[config.mk]
export PLATFORM = sky130hd
export DESIGN_NAME = div_unit
export DESIGN_NICKNAME = d
export VERILOG_FILES = /design/src/rtl/div_unit.sv
export SDC_FILE = /design/constraint.sdc
export NUM_CORES = 1
export LEC_CHECK = 0
export CAP_MARGIN = 10
export CORE_UTILIZATION = 45
export CTS_CLUSTER_SIZE = 20
export DETAILED_ROUTE_END_ITERATION = 12
export GPL_TIMING_DRIVEN = 0
export HOLD_SLACK_MARGIN = 0.15
export MAX_ROUTING_LAYER = met4
export PLACE_DENSITY = 0.68
export SYNTH_ARGS = -nofsm -noshare
export SYNTH_HDL_FRONTEND = slang
export SYNTH_SLANG_ARGS = --single-unit
[constraint.sdc]
create_clock -name clk -period 4.9 [get_ports clk]
set_clock_uncertainty 0.05 [all_clocks]
set_input_delay 0.98 -clock clk [delete_from_list [all_inputs] [get_ports clk]]
set_output_delay 0.98 -clock clk [all_outputs]
set_load 0.03 [all_outputs]
[src/rtl/div_unit.sv]
// div_unit: iterative RV32M divide/remainder (DIV, DIVU, REM, REMU).
// Restoring division on operand magnitudes, one quotient bit per cycle,
// with the sign fixed up once on the way into DONE. The result leaves as
// a register-file write-back triple (rf_we, rf_waddr, rf_wdata).
//
// Handshake with the control unit:
//   start is sampled only while the unit is IDLE (busy=0); operands, op and
//   rd_addr are captured on that same edge and may change freely afterwards.
//   busy is high in every cycle the unit is not IDLE, so issue stalls on it.
//   done is a single-cycle pulse; rf_we/rf_waddr/rf_wdata are valid only in
//   that cycle and are zero in every other cycle. A start seen while busy is
//   dropped, not queued. rst wins over start.
module div_unit #(
  parameter int DATA_WIDTH = 32,
  parameter int ADDR_WIDTH = 5
) (
  input  logic                  clk,
  input  logic                  rst,
  input  logic                  start,
  input  logic [1:0]            op,
  input  logic [DATA_WIDTH-1:0] rs1_val,
  input  logic [DATA_WIDTH-1:0] rs2_val,
  input  logic [ADDR_WIDTH-1:0] rd_addr,
  output logic                  busy,
  output logic                  done,
  output logic                  rf_we,
  output logic [ADDR_WIDTH-1:0] rf_waddr,
  output logic [DATA_WIDTH-1:0] rf_wdata,
  output logic [1:0]            dbg_state
);

  localparam int CNT_W = $clog2(DATA_WIDTH);

  typedef enum logic [1:0] {
    IDLE = 2'd0,
    CALC = 2'd1,
    DONE = 2'd2
  } state_t;

  state_t                state_q, state_n;
  logic [CNT_W-1:0]      cnt_q, cnt_n;
  logic                  is_rem_q, is_rem_n;
  logic                  neg_q_q, neg_q_n;
  logic                  neg_r_q, neg_r_n;
  logic [ADDR_WIDTH-1:0] rd_q, rd_n;
  logic [DATA_WIDTH-1:0] dvs_q, dvs_n;
  logic [DATA_WIDTH-1:0] rem_q, rem_n;
  logic [DATA_WIDTH-1:0] quo_q, quo_n;
  logic                  done_q, done_n;
  logic                  we_q, we_n;
  logic [ADDR_WIDTH-1:0] waddr_q, waddr_n;
  logic [DATA_WIDTH-1:0] wdata_q, wdata_n;

  // Operand preparation for the IDLE -> CALC capture.
  logic                  op_signed;
  logic [DATA_WIDTH-1:0] abs_rs1;
  logic [DATA_WIDTH-1:0] abs_rs2;

  // One restoring step: the partial remainder needs one extra bit because
  // the shifted remainder can reach just under twice the divisor.
  logic [DATA_WIDTH:0]   partial;
  logic [DATA_WIDTH:0]   trial;
  logic [DATA_WIDTH-1:0] step_rem;
  logic [DATA_WIDTH-1:0] step_quo;
  logic [DATA_WIDTH-1:0] final_mag;
  logic                  final_neg;

  // Datapath helpers shared by the next-state logic.
  always_comb begin
    op_signed = ~op[0];
    abs_rs1   = (op_signed && rs1_val[DATA_WIDTH-1]) ? -rs1_val : rs1_val;
    abs_rs2   = (op_signed && rs2_val[DATA_WIDTH-1]) ? -rs2_val : rs2_val;

    partial   = {rem_q, quo_q[DATA_WIDTH-1]};
    trial     = partial - {1'b0, dvs_q};
    if (!trial[DATA_WIDTH]) begin
      step_rem = trial[DATA_WIDTH-1:0];
      step_quo = {quo_q[DATA_WIDTH-2:0], 1'b1};
    end else begin
      step_rem = partial[DATA_WIDTH-1:0];
      step_quo = {quo_q[DATA_WIDTH-2:0], 1'b0};
    end

    final_mag = is_rem_q ? step_rem : step_quo;
    final_neg = is_rem_q ? neg_r_q : neg_q_q;
  end

  // Next-state, datapath and registered-output logic for the divide FSM.
  always_comb begin
    state_n  = state_q;
    cnt_n    = cnt_q;
    is_rem_n = is_rem_q;
    neg_q_n  = neg_q_q;
    neg_r_n  = neg_r_q;
    rd_n     = rd_q;
    dvs_n    = dvs_q;
    rem_n    = rem_q;
    quo_n    = quo_q;
    done_n   = 1'b0;
    we_n     = 1'b0;
    waddr_n  = '0;
    wdata_n  = '0;

    unique case (state_q)
      IDLE: begin
        if (start) begin
          is_rem_n = op[1];
          rd_n     = rd_addr;
          cnt_n    = '0;
          if (rs2_val == '0) begin
            // Divide by zero: quotient all ones, remainder is the raw
            // dividend. No sign fix-up applies to either.
            quo_n   = '1;
            rem_n   = rs1_val;
            dvs_n   = '0;
            neg_q_n = 1'b0;
            neg_r_n = 1'b0;
            state_n = DONE;
            done_n  = 1'b1;
            we_n    = (rd_addr != '0);
            waddr_n = rd_addr;
            wdata_n = op[1] ? rs1_val : '1;
          end else begin
            quo_n   = abs_rs1;
            rem_n   = '0;
            dvs_n   = abs_rs2;
            neg_q_n = op_signed & (rs1_val[DATA_WIDTH-1] ^ rs2_val[DATA_WIDTH-1]);
            neg_r_n = op_signed & rs1_val[DATA_WIDTH-1];
            state_n = CALC;
          end
        end
      end

      CALC: begin
        rem_n = step_rem;
        quo_n = step_quo;
        cnt_n = cnt_q + CNT_W'(1);
        if (cnt_q == CNT_W'(DATA_WIDTH - 1)) begin
          state_n = DONE;
          done_n  = 1'b1;
          we_n    = (rd_q != '0);
          waddr_n = rd_q;
          wdata_n = final_neg ? -final_mag : final_mag;
        end
      end

      DONE: begin
        state_n = IDLE;
      end

      default: begin
        state_n = IDLE;
      end
    endcase
  end

  // State, datapath and output registers; rst clears everything.
  always_ff @(posedge clk) begin
    if (rst) begin
      state_q  <= IDLE;
      cnt_q    <= '0;
      is_rem_q <= 1'b0;
      neg_q_q  <= 1'b0;
      neg_r_q  <= 1'b0;
      rd_q     <= '0;
      dvs_q    <= '0;
      rem_q    <= '0;
      quo_q    <= '0;
      done_q   <= 1'b0;
      we_q     <= 1'b0;
      waddr_q  <= '0;
      wdata_q  <= '0;
    end else begin
      state_q  <= state_n;
      cnt_q    <= cnt_n;
      is_rem_q <= is_rem_n;
      neg_q_q  <= neg_q_n;
      neg_r_q  <= neg_r_n;
      rd_q     <= rd_n;
      dvs_q    <= dvs_n;
      rem_q    <= rem_n;
      quo_q    <= quo_n;
      done_q   <= done_n;
      we_q     <= we_n;
      waddr_q  <= waddr_n;
      wdata_q  <= wdata_n;
    end
  end

  assign busy      = (state_q != IDLE);
  assign done      = done_q;
  assign rf_we     = we_q;
  assign rf_waddr  = waddr_q;
  assign rf_wdata  = wdata_q;
  assign dbg_state = state_q;

endmodule

==> flow_metrics.env <==
export IMPL_outcome="finished clean"
export IMPL_hpwl_um=40300
export IMPL_worstHoldStart="dvs_q[19]$_SDFFE_PP0P_"
export IMPL_place_gp_congestion=1.01
export IMPL_cts_tree="built"
export IMPL_dr_pass1_iters=6
export IMPL_drcViolationCount=0
export IMPL_arrival_ns=5.12
export IMPL_core_mm2=0.0251
export IMPL_regToRegStartpoint="is_rem_q$_SDFFE_PP0P_"
export IMPL_slew_headroom_pct=18.4
export IMPL_wire_per_inst_um=24.4
export IMPL_insertion_delay_ns=0.44
export IMPL_grt_pass1_wl_um=75500
export IMPL_start_util_pct=45.7
export IMPL_numCtsBuffers=17
export IMPL_syn_cell_area_mm2=0.0115
export IMPL_ys_flop_type="dfxtp_1"
export IMPL_criticalPathCategory="reg2reg"
export IMPL_grt_max_degree=17
export IMPL_ys_seq_area_share_pct=26.2
export IMPL_synth_edf_count=0
export IMPL_cts_root_buffer="clkbuf_16"
export IMPL_netlist_instances=1578
export IMPL_required_ns=5.14
export IMPL_vdd_ir_drop_max_v=0.000209
export IMPL_cts_sinks=150
export IMPL_antenna_found_initial=0
export IMPL_top_usage_layer="met2"
export IMPL_clockBufferDepth=2
export IMPL_final_cell_mix="nor2_1, dfxtp_1, nand2_1"
export IMPL_grt_ovfl_total=0
export IMPL_track_usage_pct=39.9
export IMPL_vias=13460
export IMPL_post_route_period_util_pct=99.5
export IMPL_fin_util_pct=56.3
export IMPL_path_max_fanout=10
export IMPL_fmax_ghz=0.205
export IMPL_power_density_mw_per_mm2=375
export IMPL_io_pin_count=116
export IMPL_drt_total_wl_um=50900
export IMPL_cp_end_kind="register"
export IMPL_hold_path_class="reg2reg"
export IMPL_cp_startpoint="is_rem_q$_SDFFE_PP0P_"
export IMPL_use_met1_pct=53.3
export IMPL_nFillCells=2513
export IMPL_grt_pass1_vias=12262
export IMPL_crit_path_start_kind="register"
export IMPL_tightest_slew_ns=1.22
export IMPL_syn_avg_cell_area_um2=7.28
export IMPL_post_route_min_period_ns=4.87
export IMPL_setup_viol=0
export IMPL_drive_gt1_share_pct=8.79
export IMPL_viasPerCell=6.46
export IMPL_row_count=58
export IMPL_power_mw=5.30
export IMPL_port_buffers=115
export IMPL_die_area_mm2=0.0262
export IMPL_clk_pin_slew_worst_paths_ns=0.08
export IMPL_async_reset_ff_share_pct=0
export IMPL_grtUsageMet3_pct=5.85
export IMPL_drt_first_iter_violations=1749
export IMPL_final_nets=1850
export IMPL_slew_violations=0
export IMPL_ys_warn_count=0
export IMPL_ys_ff_latch=150
export IMPL_die_x_um=162
export IMPL_met2_usage_pct=59.6
export IMPL_yosys_cell_types_count=87
export IMPL_leakage_nw=5.23
export IMPL_hold_viol_final=0
export IMPL_cts_htree_levels=4
export IMPL_area_growth_syn_to_layout_pct=23.1
export IMPL_drtAntennaViolNets=0
export IMPL_die_height_um=162
export IMPL_max_cap_violations=0
export IMPL_layout_commonest_cell="nor2_1"
export IMPL_syn_nets=1690
-- what timing repair did --
action                     4_1_cts  5_1_grt
setup endpoints to repair       23       39
hold buffers                     0        0
pin swaps                        7       14
setup buffers                    6       19
gates resized for setup         30       34
-- stage by stage --
| step | TNS, ns | hold slack (ns) | instance area (µm²) | setup WS [ns] | instances |
|---|---|---|---|---|---|
| floorplan | 0 | 0.382 | 11500 | 0.278 | 1578 |
| global placement | -18.45 | 0.397 | 13000 | -1.34 | 2023 |
| detailed placement | -20.10 | 0.403 | 13000 | -1.41 | 2023 |
| CTS | 0 | 0.413 | 13800 | 0.00834 | 2061 |
| global route | -0.0142 | 0.449 | 14100 | -0.0108 | 2081 |
| finish | 0 | 0.407 | 14100 | 0.0266 | 2082 |
-- sequential cells by signal, summed over array words and instances, names as in the netlist --
name / cells
neg_q_q: 1
quo_q: 32
rem_q: 32
rf_we: 1
neg_r_q: 1
done: 1
dvs_q: 32
rd_q: 5
is_rem_q: 1
dbg_state: 2
rf_wdata: 32
rf_waddr: 5
cnt_q: 5
-- path summary, 6_finish.rpt --
check,to,slack (ns),depth (start not counted)
max,rf_wdata[24]$_SDFF_PP0_,0.03,15
max reg2reg,rf_wdata[24]$_SDFF_PP0_,0.03,15
min,dvs_q[19]$_SDFFE_PP0P_,0.41,2
min reg2reg,dvs_q[19]$_SDFFE_PP0P_,0.41,2
-- cell usage after synthesis (17+ instances only) --
master,n,area [µm²]
nor2_1,216,811
dfxtp_1,150,3000
nand2_1,146,548
a21oi_1,135,676
o21ai_0,111,556
clkbuf_1,76,285
nor3_1,66,330
inv_1,62,233
xor2_1,55,482
xnor2_1,48,420
a221oi_1,47,412
a211oi_1,41,308
ha_1,37,463
nand3_1,23,115
o211ai_1,21,158
mux2i_1,20,200
a31oi_1,19,119
nor4_1,19,119
o31ai_1,17,128
-- kinds of logic after synthesis --
| family | Yosys count | synth area share (%) |
|---|---|---|
| XOR/XNOR | 103 | 7.86 |
| AND/OR/NAND/NOR | 584 | 23.7 |
| multiplexers | 27 | 2.43 |
| flip-flops | 150 | 26.2 |
| buffers and inverters | 162 | 5.71 |
| AO/OA/AOI/OAI | 514 | 29.9 |
| adder cells (fa/ha/maj) | 38 | 4.21 |
-- layout make-up --
class | instances | area [µm²] | share of cell area [%]
Inverter | 63 | 236 | 1.67
Multi-Input combinational cell | 1266 | 8060 | 57.0
Sequential cell | 150 | 3000 | 21.3
Antenna cell | 1 | 2.50 | 0.0177
Tap cell | 330 | 413 | 2.92
Buffer | 99 | 470 | 3.33
Clock inverter | 14 | 175 | 1.24
Clock buffer | 18 | 429 | 3.04
Timing Repair Buffer | 141 | 1340 | 9.51
-- power breakdown --
group	internal (mW)	leakage, nW	switching (mW)	total (mW)
combinational	0.888	3.71	1.59	2.48
clock	0.776	0.292	0.647	1.42
sequential	1.30	1.23	0.0939	1.39
total	2.96	5.23	2.33	5.30
-- critical path: stages (launching register included) --
cell and delay, ns:
dfxtp_1 0.31, clkbuf_1 0.37, clkbuf_2 0.45, buf_2 0.40
clkbuf_2 0.41, buf_2 0.41, clkbuf_2 0.39, clkbuf_1 0.46
o21ai_0 0.18, ha_2 0.25, buf_4 0.16, o31ai_2 0.14
a211oi_2 0.11, a41oi_1 0.33, xnor2_1 0.18, o22ai_1 0.10
-- routing by layer --
layer | up-vias | routed length (µm)
met5 | - | 0
met4 | 0 | 2560
met3 | 151 | 4360
met2 | 755 | 22000
met1 | 6439 | 22000
li1 | 6115 | -
No activity file was read; power rests on OpenSTA's default activity.
